`src/rtl/fir_pkg.sv`:
```
// Shared FIR core types: ALU op codes, sequencer states, datapath widths.
// Pure declarations; no latency or flow-control behaviour of its own.
package fir_pkg;

    localparam logic [1:0] OP_MUL = 2'b00;
    localparam logic [1:0] OP_ADD = 2'b01;
    localparam logic [1:0] OP_SUB = 2'b10;

    localparam int SAMPLE_W = 16;
    localparam int ACC_W    = 32;

    typedef enum logic [1:0] {
        ST_IDLE  = 2'd0,
        ST_ISSUE = 2'd1,
        ST_DRAIN = 2'd2,
        ST_DONE  = 2'd3
    } state_t;

endpackage

```
`src/rtl/fir_delay_line.sv`:
```
// NTAPS-deep sample shift register with clear and a tap-indexed read mux.
// Shift/flush take effect at the clock edge; read is combinational; no backpressure.
module fir_delay_line
    import fir_pkg::*;
#(
    parameter int NTAPS = 8,
    parameter int IDX_W = 3
) (
    input  logic                       clk,
    input  logic                       rst,
    input  logic                       shift,
    input  logic                       flush,
    input  logic signed [SAMPLE_W-1:0] din,
    input  logic [IDX_W-1:0]           rd_idx,
    output logic signed [SAMPLE_W-1:0] rd_data
);

    logic signed [SAMPLE_W-1:0] x [NTAPS];

    always_ff @(posedge clk) begin
        if (rst || flush) begin
            for (int k = 0; k < NTAPS; k++) x[k] <= '0;
        end else if (shift) begin
            x[0] <= din;
            for (int k = 1; k < NTAPS; k++) x[k] <= x[k-1];
        end
    end

    assign rd_data = x[rd_idx];

endmodule

```
`src/rtl/fir_mac_sequencer.sv`:
```
// Drives the shared ALU with one coef*sample multiply per cycle and sums the products into one FIR output.
// Result valid NTAPS+ALU_LAT+1 cycles after accept; in_ready low until the result is taken by the sink.
module fir_mac_sequencer
    import fir_pkg::*;
#(
    parameter int NTAPS   = 8,
    parameter int ALU_LAT = 1,
    parameter int COEF_AW = 3
) (
    input  logic                       clk,
    input  logic                       rst,
    input  logic                       in_valid,
    output logic                       in_ready,
    input  logic signed [SAMPLE_W-1:0] in_data,
    output logic                       out_valid,
    input  logic                       out_ready,
    output logic signed [ACC_W-1:0]    out_data,
    input  logic                       coef_wr_en,
    input  logic [COEF_AW-1:0]         coef_wr_addr,
    input  logic signed [SAMPLE_W-1:0] coef_wr_data,
    input  logic                       flush,
    output logic                       busy,
    output logic [1:0]                 alu_op_sel,
    output logic signed [SAMPLE_W-1:0] alu_a,
    output logic signed [SAMPLE_W-1:0] alu_b,
    input  logic signed [ACC_W-1:0]    alu_result
);

    state_t state, state_nxt;

    logic signed [SAMPLE_W-1:0] coef [NTAPS];
    logic [COEF_AW-1:0]         iss_cnt;
    logic [COEF_AW-1:0]         col_cnt;
    logic signed [ACC_W-1:0]    acc;
    logic signed [SAMPLE_W-1:0] x_rd;

    // Old value of a coefficient overwritten in the accept cycle; the
    // computation already in flight must still see it.
    logic                       shadow_vld;
    logic [COEF_AW-1:0]         shadow_addr;
    logic signed [SAMPLE_W-1:0] shadow_dat;

    logic is_idle, accept, issuing, last_iss, prod_vld, last_col;

    assign is_idle  = (state == ST_IDLE);
    assign accept   = is_idle && in_valid && !flush;
    assign issuing  = (state == ST_ISSUE);
    assign last_iss = issuing && (iss_cnt == COEF_AW'(NTAPS - 1));
    assign last_col = prod_vld && (col_cnt == COEF_AW'(NTAPS - 1));

    // Products are tracked by delaying the issue strobe by the ALU latency.
    generate
        if (ALU_LAT == 0) begin : g_nolat
            assign prod_vld = issuing;
        end else begin : g_lat
            logic [ALU_LAT-1:0] pipe_q;
            always_ff @(posedge clk) begin
                if (rst) begin
                    pipe_q <= '0;
                end else begin
                    pipe_q[0] <= issuing;
                    for (int i = 1; i < ALU_LAT; i++) pipe_q[i] <= pipe_q[i-1];
                end
            end
            assign prod_vld = pipe_q[ALU_LAT-1];
        end
    endgenerate

    fir_delay_line #(
        .NTAPS (NTAPS),
        .IDX_W (COEF_AW)
    ) u_delay_line (
        .clk     (clk),
        .rst     (rst),
        .shift   (accept),
        .flush   (is_idle && flush),
        .din     (in_data),
        .rd_idx  (iss_cnt),
        .rd_data (x_rd)
    );

    always_ff @(posedge clk) begin
        if (rst) begin
            state <= ST_IDLE;
        end else begin
            state <= state_nxt;
        end
    end

    always_comb begin
        state_nxt  = state;
        in_ready   = 1'b0;
        busy       = 1'b1;
        alu_op_sel = OP_MUL;
        alu_a      = '0;
        alu_b      = '0;
        case (state)
            ST_IDLE: begin
                in_ready = 1'b1;
                busy     = 1'b0;
                if (accept) state_nxt = ST_ISSUE;
            end
            ST_ISSUE: begin
                alu_a = (shadow_vld && shadow_addr == iss_cnt) ? shadow_dat : coef[iss_cnt];
                alu_b = x_rd;
                if (last_iss) state_nxt = last_col ? ST_DONE : ST_DRAIN;
            end
            ST_DRAIN: begin
                if (last_col) state_nxt = ST_DONE;
            end
            ST_DONE: begin
                if (out_valid && out_ready) state_nxt = ST_IDLE;
            end
            default: state_nxt = ST_IDLE;
        endcase
    end

    always_ff @(posedge clk) begin
        if (rst) begin
            for (int k = 0; k < NTAPS; k++) coef[k] <= '0;
            iss_cnt     <= '0;
            col_cnt     <= '0;
            acc         <= '0;
            out_data    <= '0;
            out_valid   <= 1'b0;
            shadow_vld  <= 1'b0;
            shadow_addr <= '0;
            shadow_dat  <= '0;
        end else begin
            if (is_idle) begin
                shadow_vld  <= accept && coef_wr_en;
                shadow_addr <= coef_wr_addr;
                shadow_dat  <= coef[coef_wr_addr];
                if (coef_wr_en) coef[coef_wr_addr] <= coef_wr_data;
            end
            if (accept) begin
                iss_cnt <= '0;
                col_cnt <= '0;
                acc     <= '0;
            end
            if (issuing) iss_cnt <= iss_cnt + 1'b1;
            if (prod_vld) begin
                acc     <= acc + alu_result;
                col_cnt <= col_cnt + 1'b1;
                if (last_col) begin
                    out_data  <= acc + alu_result;
                    out_valid <= 1'b1;
                end
            end
            if (out_valid && out_ready) out_valid <= 1'b0;
        end
    end

endmodule

```
`config.mk`:
```
export PLATFORM = sky130hd
export DESIGN_NAME = fir_mac_sequencer
export DESIGN_NICKNAME = d
export VERILOG_FILES = /design/src/rtl/fir_pkg.sv /design/src/rtl/fir_delay_line.sv /design/src/rtl/fir_mac_sequencer.sv
export SDC_FILE = /design/constraint.sdc
export NUM_CORES = 1
export LEC_CHECK = 0
export BUFFER_PORTS_ARGS = -buffer_cell sky130_fd_sc_hd__buf_2
export CORE_ASPECT_RATIO = 1.4
export CORE_UTILIZATION = 60
export CTS_CLUSTER_DIAMETER = 120
export DETAILED_ROUTE_END_ITERATION = 10
export PLACE_DENSITY_LB_ADDON = 0.25
export SLEW_MARGIN = 20
export SYNTH_ARGS = -nofsm -noshare
export SYNTH_HDL_FRONTEND = slang
export SYNTH_SLANG_ARGS = --single-unit
export TNS_END_PERCENT = 100
```
`constraint.sdc`:
```
create_clock -name clk -period 5.5 [get_ports clk]
set_clock_uncertainty 0.15 [all_clocks]
set_input_delay 1.1 -clock clk [delete_from_list [all_inputs] [get_ports clk]]
set_output_delay 1.1 -clock clk [all_outputs]
set_load 0.02 [all_outputs]
```
# --- After elaboration in Yosys (flattened, before gate mapping) ---
# Memories as Yosys holds them, arrays and structs flattened. A register that Yosys moved wholly into a read port is not among the register bits.
# Cells that the tools add are included.
word_totals:
  latchBits: 0
  mem_bits_rw: 256
  in_bits: 73
  romBits: 0
  n_memories: 2
  regBits: 78
classes:
  mul: 0
  n_eq_ne: 10
  n_addsub: 3
  muxes: 42
  n_shift: 0
  div_mod_pow: 0
  n_bitwise: 8
  reduce_logical: 17
  order_cmp: 0
mem_list:
  columns: ["name", "words", "width", "read_ports", "rd_ports_with_merged_regs", "wr", "line", "text"]
  rows:
  - ["coef", 8, 16, 2, 2, 8, "fir_mac_sequencer.sv:31", "logic signed [SAMPLE_W-1:0] coef [NTAPS];"]
  - ["u_delay_line.x", 8, 16, 8, 1, 8, "fir_delay_line.sv:18", "logic signed [SAMPLE_W-1:0] x [NTAPS];"]
ops:
  columns: ["op", "count"]
  rows:
  - ["$mux 16", 12]
  - ["$mux 32", 2]
  - ["$add 32x32->32", 1]
  - ["$mux 3", 8]
  - ["$reduce_or 16->1", 1]
  - ["$mux 1", 15]
  - ["$logic_and 1x1->1", 8]
  - ["$mux 2", 4]
  - ["$or 1x1->1", 8]
  - ["$pmux 2 s4", 1]
  - ["$add 3x1->3 const B", 2]
  - ["$eq 3x3->1 const B", 2]
  - ["$eq 2x2->1 const B", 2]
  - ["$ne 2x1->1 const B", 2]
  - ["$ne 2x2->1 const B", 2]
  - ["$reduce_and 4->1", 1]
  - ["$reduce_bool 2->1", 2]
  - ["$eq 3x3->1", 1]
  - ["$eq 2x1->1 const B", 1]
  - ["$logic_not 2->1", 1]
  - ["$reduce_and 2->1", 1]
  - ["$reduce_or 2->1", 1]
  - ["$logic_not 1->1", 1]
  - ["$logic_or 1x1->1", 1]

# --- Depth between registers and ports, before layout ---
# Gate-level depths: netlist (run 1).
depth:
  depth_word: 7
  mapped_depth: 10
  mapped_depth_nobuf: 10

# --- Hierarchy ---
# A second synthesis (run 1) with hierarchy kept.
unflattened:
  cells_unflattened: 1417
  area_unflattened_um2: 18013.5
modules_own_cells:
  columns: ["mod", "n_inst", "area_each_um2", "seq_area_each_um2", "cells_each"]
  rows:
  - ["fir_mac_sequencer", 1, 12226.7, 5785.5, 1088]
  - ["fir_delay_line", 1, 5786.8, 3843.7, 329]

# --- Worst setup path after synthesis (run 1) ---
# OpenSTA, ideal clock, no wires.
synth_timing:
  path_kind: "input-to-reg"
  startpoint: "input rst"
  endpoint: "memory u_delay_line.x[0][0], enable pin"
  path_buffers: 2
  arrival_time_ps: 3853
  slack_ps: 384
  required_ps: 4237
  setup_ps: 1113
  stages: 4
  cell_sequence: "clkbuf_1 > a21oi_1 > clkbuf_1 > nand2_1"
synth_rtl:
  columns: ["element", "line", "text"]
  rows:
  - ["start, declared", "fir_mac_sequencer.sv:11", "input logic rst,"]
  - ["end, declared", "fir_delay_line.sv:18", null]

==> results of run 1 <==
-- flip-flops by register name (all words and copies together) (netlist names), named ones only --
signal and flops:
u_delay_line.x 128, shadow_addr 3, out_valid 1, acc 32, col_cnt 3, state 2
shadow_dat 16, iss_cnt 3, coef 128, out_data 32, g_lat.pipe_q 1, shadow_vld 1
-- critical path: stages, from the launching register on --
cell and delay (ns):
dfxtp_4 0.87, buf_12 0.34, mux4_2 0.54, mux2i_1 0.15
nand2_1 0.08, o211a_1 0.17, buf_2 0.16
-- stage by stage --
step	setup WS (ns)	instances	instance area (sq um)	utilization	hold WS, ns
2_1_floorplan	0.384	1433	17900	-	0.279
3_3_place_gp	1.66	1875	18900	0.647	0.291
3_5_place_dp	1.57	1875	18900	0.647	0.297
4_1_cts	1.32	1939	20100	0.687	0.306
5_1_grt	1.18	1939	20100	0.687	0.328
6_report	1.40	1940	20100	0.687	0.305
-- layout make-up --
cell class | instances | area, sq um | share of cell area
Antenna cell | 1 | 2.50 | 0.000125
Clock buffer | 52 | 1040 | 0.0518
Clock inverter | 12 | 130 | 0.00648
Inverter | 15 | 56.3 | 0.00280
Multi-Input combinational cell | 959 | 7810 | 0.389
Sequential cell | 353 | 9640 | 0.480
Tap cell | 380 | 475 | 0.0237
Timing Repair Buffer | 168 | 938 | 0.0467
-- routing by layer --
layer / track usage / wire length, microns / share of wire / vias up
met3: 0.0439 / 2480 / 0.058 / 110
met2: 0.515 / 22400 / 0.53 / 441
li1: - / - / - / 5588
met5: 0 / 0 / 0 / -
met1: 0.336 / 16000 / 0.37 / 6108
met4: 0.135 / 1740 / 0.041 / 0
-- worst paths after layout --
check	from	end	slack, ns	cells after the start
max	flip-flop	alu_a[0]	1.40	6
min	out_data[11]	out_data[11]	0.30	2
max reg2reg	state[0]	coef[3][8]	2.25	6
min reg2reg	out_data[11]	out_data[11]	0.30	2
-- cells by family (layout without fill, tap and decap cells) --
| kind of cell | count (synthesis) | after routing | share of synthesized area |
|---|---|---|---|
| DFF | 353 | 353 | 0.538 |
| and+or+nand+nor | 530 | 530 | 0.161 |
| xor gates and xnor gates | 24 | 24 | 0.0117 |
| AOI/OAI and AO/OA | 209 | 209 | 0.0803 |
| other | 1 | 3 | 0.000210 |
| muxes | 154 | 154 | 0.153 |
| buffers and inverters | 121 | 247 | 0.0269 |
| adders and majority gates | 40 | 40 | 0.0284 |
-- cell usage after synthesis, types with 31 or more instances --
library cell / count
clkbuf_1: 77
ha_1: 39
mux2i_1: 57
and2_1: 163
nor2_1: 71
edfxtp_1: 256
mux4_2: 96
nand2_1: 100
a21oi_1: 63
dfxtp_1: 97
and3_1: 119
o21ai_0: 31
-- power by group through the flow --
stage               logic, W  registers, W  clock network (W)
finish               0.00154       0.00355            0.00244
global route         0.00167       0.00359            0.00256
global placement     0.00150       0.00357                  0
floorplan            0.00120       0.00346                  0
CTS                  0.00154       0.00355            0.00248
detailed placement   0.00153       0.00359                  0
==> reports/qor.txt, run 1 <==
Synth-to-layout area growth = 12.3%
Largest fanout on the critical path = 37
Die Ht = 206 microns
Async SR Flop Fraction = 0
Clock power frac = 0.324
Nets = 1,645
Number of synthesized flops with an enable pin = 256
# rows = 74
Via/cell ratio = 6.31
Total power = 0.00752 W
Unrepaired setup endpoints after global routing = false
CTS sink cnt = 353
Switching power = 0.00215 W
Share of cells above drive strength 1 = 0.222
Most frequent cells in the layout = edfxtp_1 (256), and2_1 (162), buf_2 (139)
Final-report hold violation count = 0
IO Count = 142
Worst IR Drop VDD = 0.322 mV
Cells after Synth = 1,432
Leakage = 8.33 nW
Horiz. Die Dim = 148 microns
Worst slew pin tran = 1.08 ns
Yosys warning total = 0
Buffer levels on the longest clock path = 3
Crit end category = primary output
Largest net degree at the start of global routing = 127
Combinational share of power = 0.204
First drt pass iteration count = 7
Distinct cells, synth = 67
Post-synth top area share = 0.430
Fill cells = 2,137
PortBufs = 139
Clock buffer count from CTS = 35
Root Driver = clkbuf_16
# resized after CTS = 0
Hold_buf cts = 0
Most common cell after layout, fill and taps aside = edfxtp_1
RePlAce Congestion = 0.891
H-tree depth = 2
CP Data Required Time = 4.25 ns
Global-route wire length before repair = 66.8 mm
Setup CP Type = reg2out
Antenna Violating Nets Remaining = 0
Slew margin rel. = 0.279
CP Launch Type = flip-flop
Worst-path clk slew = 0.06 ns
Peak Freq = 0.244 GHz
Pwr/cell area = 374 nW/um^2
Max-cap violations = 0
Synth area leaders = edfxtp_1 (43%), mux4_2 (12%), dfxtp_1 (11%)
Synthesized area = 17,900 sq um
TritonCTS clock tree = built
Core Region = 29,300 sq um
Die footprint = 30,500 sq um
Antenna violations before repair = 1
Hold Path Class = reg2reg
Most used DFF post-synth = edfxtp_1
Clock latency on the worst-skew pair = 0.52 ns
Initial DRC count = 944
Endpoints failing setup = 0
Fin crit share = 0.746
Drt wl/cell = 22.0 microns
Largest area contributor in the netlist = edfxtp_1
Worst EP arrival = 2.85 ns
Post-CTS setup repair buffer count = 0
Gr usage total = 0.287
Switch share = 0.285
#FFs+latches synth = 353
Syn avg cell area = 12.5 sq um
Initial core utilization = 0.612
Int Pwr = 0.00537 W
DR vias = 12,247
Status = completed
Gr ovfl total = 0
Fin. max-slew vios = 0
Setup_tns = 0 ns
Post-synthesis sequential area ratio = 0.538
Vias in the first global route = 12,582
# DRC = 0
Routed wire length = 42.6 mm
Post-DP HPWL = 27.4 mm
Final min period = 4.10 ns
Reg power frac = 0.472
Note: power is estimated with default switching activity, not from simulation.
==> run 2, diff against run 1 <==
==> constraint.sdc (replaced) <==
create_clock -name clk -period 4.1 [get_ports clk]
set_clock_uncertainty 0.15 [all_clocks]
set_input_delay 0.82 -clock clk [delete_from_list [all_inputs] [get_ports clk]]
set_output_delay 0.82 -clock clk [all_outputs]
set_load 0.02 [all_outputs]
==> run 2 against run 1 <==
Against the previous run: hold slack improved by 0.0015 ns; die area unchanged; critical path depth down 1; cell count up 1.0%; routed wire length up 1.7%; via count barely moved; combinational power up 39%; flip-flop and latch count unchanged; largest cell class unchanged.
==> reports/qor.txt, run 2 (synthesis gave the netlist of run 1 again) <==
Reg power frac = 0.458 (was 0.472)
Worst-path clk slew = 0.06 ns (about the same)
Placed cell count = 1,893 (was 1,875)
Largest net degree at the start of global routing = 111 (was 127)
Horiz. Die Dim = 148 microns (unchanged)
Crit end category = primary output (unchanged)
Die footprint = 30,500 sq um (unchanged)
Combinational share of power = 0.209 (was 0.204)
CP Launch Type = flip-flop (unchanged)
WHS = 0.306 ns (was 0.305 ns)
Most common cell after layout, fill and taps aside = edfxtp_1 (unchanged)
Clock latency on the worst-skew pair = 0.53 ns (was 0.52 ns)
CP Cell Sequence = buf_4 > mux4_2 > mux2i_1 > nor2b_1 > buf_2 (was buf_12 > mux4_2 > mux2i_1 > nand2_1 > o211a_1 > buf_2)
Endpoints failing setup = 0 (unchanged)
# resized after CTS = 0 (unchanged)
Antenna Violating Nets Remaining = 0 (unchanged)
# rows = 74 (unchanged)
Setup slack, reg-to-reg = 1.05 ns (was 2.25 ns)
Gr usage total = 0.291 (was 0.287)
CTS sink cnt = 353 (unchanged)
Switching power = 0.00290 W (was 0.00215 W)
Int Pwr = 0.00737 W (was 0.00537 W)
H-tree depth = 2 (unchanged)
Final min period = 3.60 ns
Slew margin rel. = 0.370 (was 0.279)
Fin. max-slew vios = 0 (unchanged)
TritonCTS clock tree = built (unchanged)
R2r endpoint = out_data[28] (was coef[3][8])
Design Area, Final = 20,300 sq um (was 20,100 sq um)
Antenna violations before repair = 0 (was 1)
PortBufs = 139 (unchanged)
Hold_sp = out_data[21] (was out_data[11])
Unrepaired setup endpoints after global routing = false (unchanged)
Core Region = 29,300 sq um (unchanged)
Antenna cells = 0 (was 1)
Gr ovfl total = 0 (unchanged)
Final-report hold violation count = 0 (unchanged)
Pwr/cell area = 506 nW/um^2 (was 374 nW/um^2)
Reg2reg start = acc[0] (was state[0])
Setup CP Type = reg2out (unchanged)
Final core utilization = 0.694 (was 0.687)
Buffer levels on the longest clock path = 3 (unchanged)
Worst slew pin tran = 0.945 ns (was 1.08 ns)
CP Data Required Time = 3.13 ns (was 4.25 ns)
Nets = 1,665 (was 1,645)
IO Count = 142 (unchanged)
Hold Path Class = reg2reg (unchanged)
First drt pass iteration count = 5 (was 7)
Global-route wire length before repair = 67.7 mm (was 66.8 mm)
Via/cell ratio = 6.25 (was 6.31)
Worst IR Drop VDD = 0.415 mV (was 0.322 mV)
Cell Area, Placed = 19,100 sq um (was 18,900 sq um)
Final std cells w/o fill = 1,960 (was 1,940)
Status = completed (unchanged)
Routed wire length = 43.3 mm (was 42.6 mm)
Leakage = 8.46 nW (was 8.33 nW)
Drt wl/cell = 22.1 microns (was 22.0 microns)
# DRC = 0 (unchanged)
Hold_buf cts = 0 (unchanged)
Vias in the first global route = 12,644 (was 12,582)
Clock buffer count from CTS = 37 (was 35)
Fill cells = 2,113 (was 2,137)
Hold Path Depth = 2 (unchanged)
Max-cap violations = 0 (unchanged)
Worst EP arrival = 2.63 ns (was 2.85 ns)
Setup_tns = 0 ns (unchanged)
Most frequent cells in the layout = edfxtp_1 (256), and2_1 (163), buf_2 (139) (was edfxtp_1 (256), and2_1 (162), buf_2 (139))
RePlAce Congestion = 0.891 (about the same)
Root Driver = clkbuf_16 (unchanged)
Share of cells above drive strength 1 = 0.228 (was 0.222)
Initial DRC count = 968 (was 944)
Peak Freq = 0.278 GHz
Fin crit share = 0.879
Synth-to-layout area growth = 13.5% (was 12.3%)
Slowest stage delay, CP = 0.65 ns (was 0.87 ns)
Initial core utilization = 0.612 (unchanged)
Largest fanout on the critical path = 22 (was 37)
FF-to-FF path depth = 10 (was 6)
Clock power frac = 0.333 (was 0.324)
Post-DP HPWL = 28.7 mm (was 27.4 mm)
Die Ht = 206 microns (unchanged)
Critical-path top delay cell = dfxtp_4 (unchanged)
Biggest regs = coef (128), u_delay_line.x (128) (unchanged)
Switch share = 0.282 (was 0.285)
DR vias = 12,256 (was 12,247)
Hold Path End = out_data[21] (was out_data[11])
Post-CTS setup repair buffer count = 0 (unchanged)
run 2: changes by cell type in the layout (fill, tap and decap cells not counted), sizes merged:
| cell | change |
|---|---|
| inv | +1 |
| diode | -1 |
| clkinv | +1 |
| clkbuf | +1 |
| buf | +18 |
| bufinv | +1 |
| clkinvlp | -1 |
run 2: how the worst max path moves through the flow:
stage	end	depth (start not counted)	start
after CTS	alu_b[7]	5	flip-flop
after floorplan	u_delay_line.x[0][0]	5	in_valid
after detailed placement	out_data[28]	11	alu_result[0]
final	alu_b[7]	5	flip-flop
after global routing	alu_b[7]	5	flip-flop
after global placement	out_data[26]	11	alu_result[0]
run 2: through the flow:
stage | power (W) | setup WS [ns]
6_report | 0.0103 | 0.497
5_1_grt | 0.0107 | 0.298
4_1_cts | 0.0103 | 0.414
3_5_place_dp | 0.00690 | 0.488
3_3_place_gp | 0.00682 | 0.571
2_1_floorplan | 0.00624 | 0.516
run 2: worst max-delay path, delay by kind of cell, from the launching register on:
kind,cells,cell delay (ns)
and+or+nand+nor,1,0.07
buffers and inverters,2,0.63
muxes,2,0.75
DFF,1,0.65
run 2: layout make-up:
type                            instances  area, sq um  area share
Sequential cell                       353         9640       0.474
Multi-Input combinational cell        959         7810       0.385
Timing Repair Buffer                  186         1100      0.0541
Clock buffer                           53         1080      0.0532
Tap cell                              380          475      0.0234
Clock inverter                         14          151     0.00745
Inverter                               15         56.3     0.00277
run 2: per-layer routing:
| layer | routed length [microns] | track usage | up-vias |
|---|---|---|---|
| met4 | 2160 | 0.153 | 0 |
| li1 | - | - | 5617 |
| met1 | 15900 | 0.330 | 6061 |
| met2 | 22900 | 0.532 | 438 |
| met5 | 0 | 0 | - |
| met3 | 2320 | 0.0411 | 140 |
run 2: power groups by stage:
stage	logic [W]	clock network [W]	registers, W
2_1_floorplan	0.00162	0	0.00462
3_3_place_gp	0.00208	0	0.00473
3_5_place_dp	0.00214	0	0.00476
4_1_cts	0.00215	0.00346	0.00470
5_1_grt	0.00232	0.00359	0.00476
6_report	0.00214	0.00342	0.00470
==> run 3, diff against run 2 <==
--- a/config.mk
+++ b/config.mk
@@ -6,11 +6,14 @@
 export NUM_CORES = 1
 export LEC_CHECK = 0
 export BUFFER_PORTS_ARGS = -buffer_cell sky130_fd_sc_hd__buf_2
+export CAP_MARGIN = 20
 export CORE_ASPECT_RATIO = 1.4
+export CORE_MARGIN = 2
 export CORE_UTILIZATION = 60
 export CTS_CLUSTER_DIAMETER = 120
 export DETAILED_ROUTE_END_ITERATION = 10
 export PLACE_DENSITY_LB_ADDON = 0.25
+export REMOVE_ABC_BUFFERS = 1
 export SLEW_MARGIN = 20
 export SYNTH_ARGS = -nofsm -noshare
 export SYNTH_HDL_FRONTEND = slang
==> run 3 against run 2 <==
Against the previous run: clock power down 7.6%; sequential power about the same; sequential share of layout area up 0.23 points; first-iteration DRC count down 21%; register-to-register slack about the same; design area down 0.48%; critical endpoint is now alu_a[11].
==> reports/qor.txt, run 3 (synthesis gave the netlist of run 1 again) <==
Setup CP Type = reg2out (unchanged)
Pwr/cell area = 494 nW/um^2 (was 506 nW/um^2)
Clock latency on the worst-skew pair = 0.54 ns (was 0.53 ns)
Routed wire length = 42.4 mm (was 43.3 mm)
Final-report hold violation count = 0 (unchanged)
Fin. max-slew vios = 0 (unchanged)
Worst IR Drop VDD = 0.358 mV (was 0.415 mV)
Switching power = 0.00288 W (was 0.00290 W)
Most common cell after layout, fill and taps aside = edfxtp_1 (unchanged)
Root Driver = clkbuf_16 (unchanged)
Largest fanout on the critical path = 18 (was 22)
Grt met2 use = 0.476 (was 0.532)
Setup slack, reg-to-reg = 1.06 ns (was 1.05 ns)
Buffer levels on the longest clock path = 3 (unchanged)
Largest net degree at the start of global routing = 111 (unchanged)
Reg power frac = 0.468 (was 0.458)
Worst-path clk slew = 0.06 ns (about the same)
Post-DP HPWL = 27.6 mm (was 28.7 mm)
Gr usage total = 0.272 (was 0.291)
Clock buffer count from CTS = 36 (was 37)
CP Launch Type = flip-flop (unchanged)
Vias in the first global route = 12,452 (was 12,644)
Share of cells above drive strength 1 = 0.232 (was 0.228)
Initial DRC count = 768 (was 968)
Multi-input gate area = 7820 sq um (was 7810 sq um)
Core Region = 29,300 sq um (unchanged)
IO Count = 142 (unchanged)
Combinational share of power = 0.216 (was 0.209)
Initial core utilization = 0.612 (unchanged)
Met3 Usage GRT = 0.0493 (was 0.0411)
Via/cell ratio = 6.24 (was 6.25)
CTS sink cnt = 353 (unchanged)
PortBufs = 139 (unchanged)
Dpl ws = 0.485 ns (was 0.488 ns)
H-tree depth = 2 (unchanged)
First drt pass iteration count = 7 (was 5)
Unrepaired setup endpoints after global routing = false (unchanged)
Most frequent cells in the layout = edfxtp_1 (256), and2_1 (163), buf_2 (139) (unchanged)
Synth-to-layout area growth = 13.0% (was 13.5%)
Peak Freq = 0.280 GHz (was 0.278 GHz)
# rows = 74 (unchanged)
Antenna violations before repair = 1 (was 0)
Status = completed (unchanged)
Die Ht = 208 microns (was 206 microns)
Fin crit share = 0.871 (was 0.879)
GR peak layer = met2 (unchanged)
Drt wl/cell = 21.6 microns (was 22.1 microns)
Fill cells = 2,171 (was 2,113)
Antenna Violating Nets Remaining = 0 (unchanged)
Die footprint = 31,200 sq um (was 30,500 sq um)
Switch share = 0.288 (was 0.282)
Setup WS post-layout = 0.529 ns (was 0.497 ns)
Global-route wire length before repair = 66.1 mm (was 67.7 mm)
Gr ovfl total = 0 (unchanged)
# resized after CTS = 0 (unchanged)
Register area = 9640 sq um (unchanged)
Hold_buf cts = 0 (unchanged)
Max-cap violations = 0 (unchanged)
Int Pwr = 0.00711 W (was 0.00737 W)
Clock power frac = 0.316 (was 0.333)
Worst slew pin tran = 0.991 ns (was 0.945 ns)
Worst EP arrival = 2.60 ns (was 2.63 ns)
Hold Path Class = reg2reg (unchanged)
# DRC = 0 (unchanged)
Setup_tns = 0 ns (unchanged)
Post-CTS setup repair buffer count = 0 (unchanged)
Nets = 1,665 (unchanged)
RePlAce Congestion = 0.864 (was 0.891)
Met1 usage = 0.320 (was 0.330)
CP Data Required Time = 3.13 ns (about the same)
Leakage = 8.42 nW (was 8.46 nW)
Horiz. Die Dim = 150 microns (was 148 microns)
Final min period = 3.57 ns (was 3.60 ns)
DR vias = 12,244 (was 12,256)
Slew margin rel. = 0.339 (was 0.370)
Crit end category = primary output (unchanged)
Endpoints failing setup = 0 (unchanged)
Biggest regs = coef (128), u_delay_line.x (128) (unchanged)
TritonCTS clock tree = built (unchanged)
run 3: stage by stage:
stage	hold slack, ns	instances	utilization	total power [W]	area [sq um]
3_5_place_dp	0.294	1894	0.652	0.00690	19100
2_1_floorplan	0.279	1327	-	0.00619	17500
3_3_place_gp	0.290	1894	0.652	0.00682	19100
4_1_cts	0.302	1960	0.691	0.0100	20200
6_report	0.299	1961	0.691	0.00999	20200
5_1_grt	0.320	1961	0.691	0.0104	20200
run 3: path summary, 6_finish.rpt:
check	from	cells past startpoint	to
worst min register to register	out_data[14]	2	out_data[14]
worst max-delay path	flip-flop	6	alu_a[11]
worst min-delay path	out_data[14]	2	out_data[14]
worst max register to register	acc[0]	10	out_data[26]
run 3: power groups by stage:
stage | Clock (W) | Sequential (W) | Combinational (W)
2_1_floorplan | 0 | 0.00475 | 0.00144
3_3_place_gp | 0 | 0.00471 | 0.00211
3_5_place_dp | 0 | 0.00474 | 0.00216
4_1_cts | 0.00320 | 0.00468 | 0.00217
5_1_grt | 0.00333 | 0.00474 | 0.00235
6_report | 0.00316 | 0.00468 | 0.00216
run 3: area by class of cell:
cell class / count / share of cell area
Sequential cell: 353 / 0.477
Antenna cell: 1 / 0.000124
Multi-Input combinational cell: 959 / 0.387
Clock buffer: 44 / 0.0481
Tap cell: 380 / 0.0235
Timing Repair Buffer: 187 / 0.0547
Inverter: 15 / 0.00279
Clock inverter: 22 / 0.00737
run 3: critical path, stage by stage, from the launching register on:
cell and delay, ns:
dfxtp_4 0.59, buf_4 0.32, mux4_2 0.53, mux2i_1 0.19, nand2_1 0.08, o211a_1 0.17
buf_2 0.16
run 3: metal layers:
metal | up-vias | wire (microns)
met1 | 6040 | 15800
met4 | 0 | 1960
met3 | 140 | 2560
met5 | - | 0
li1 | 5636 | -
met2 | 428 | 22100
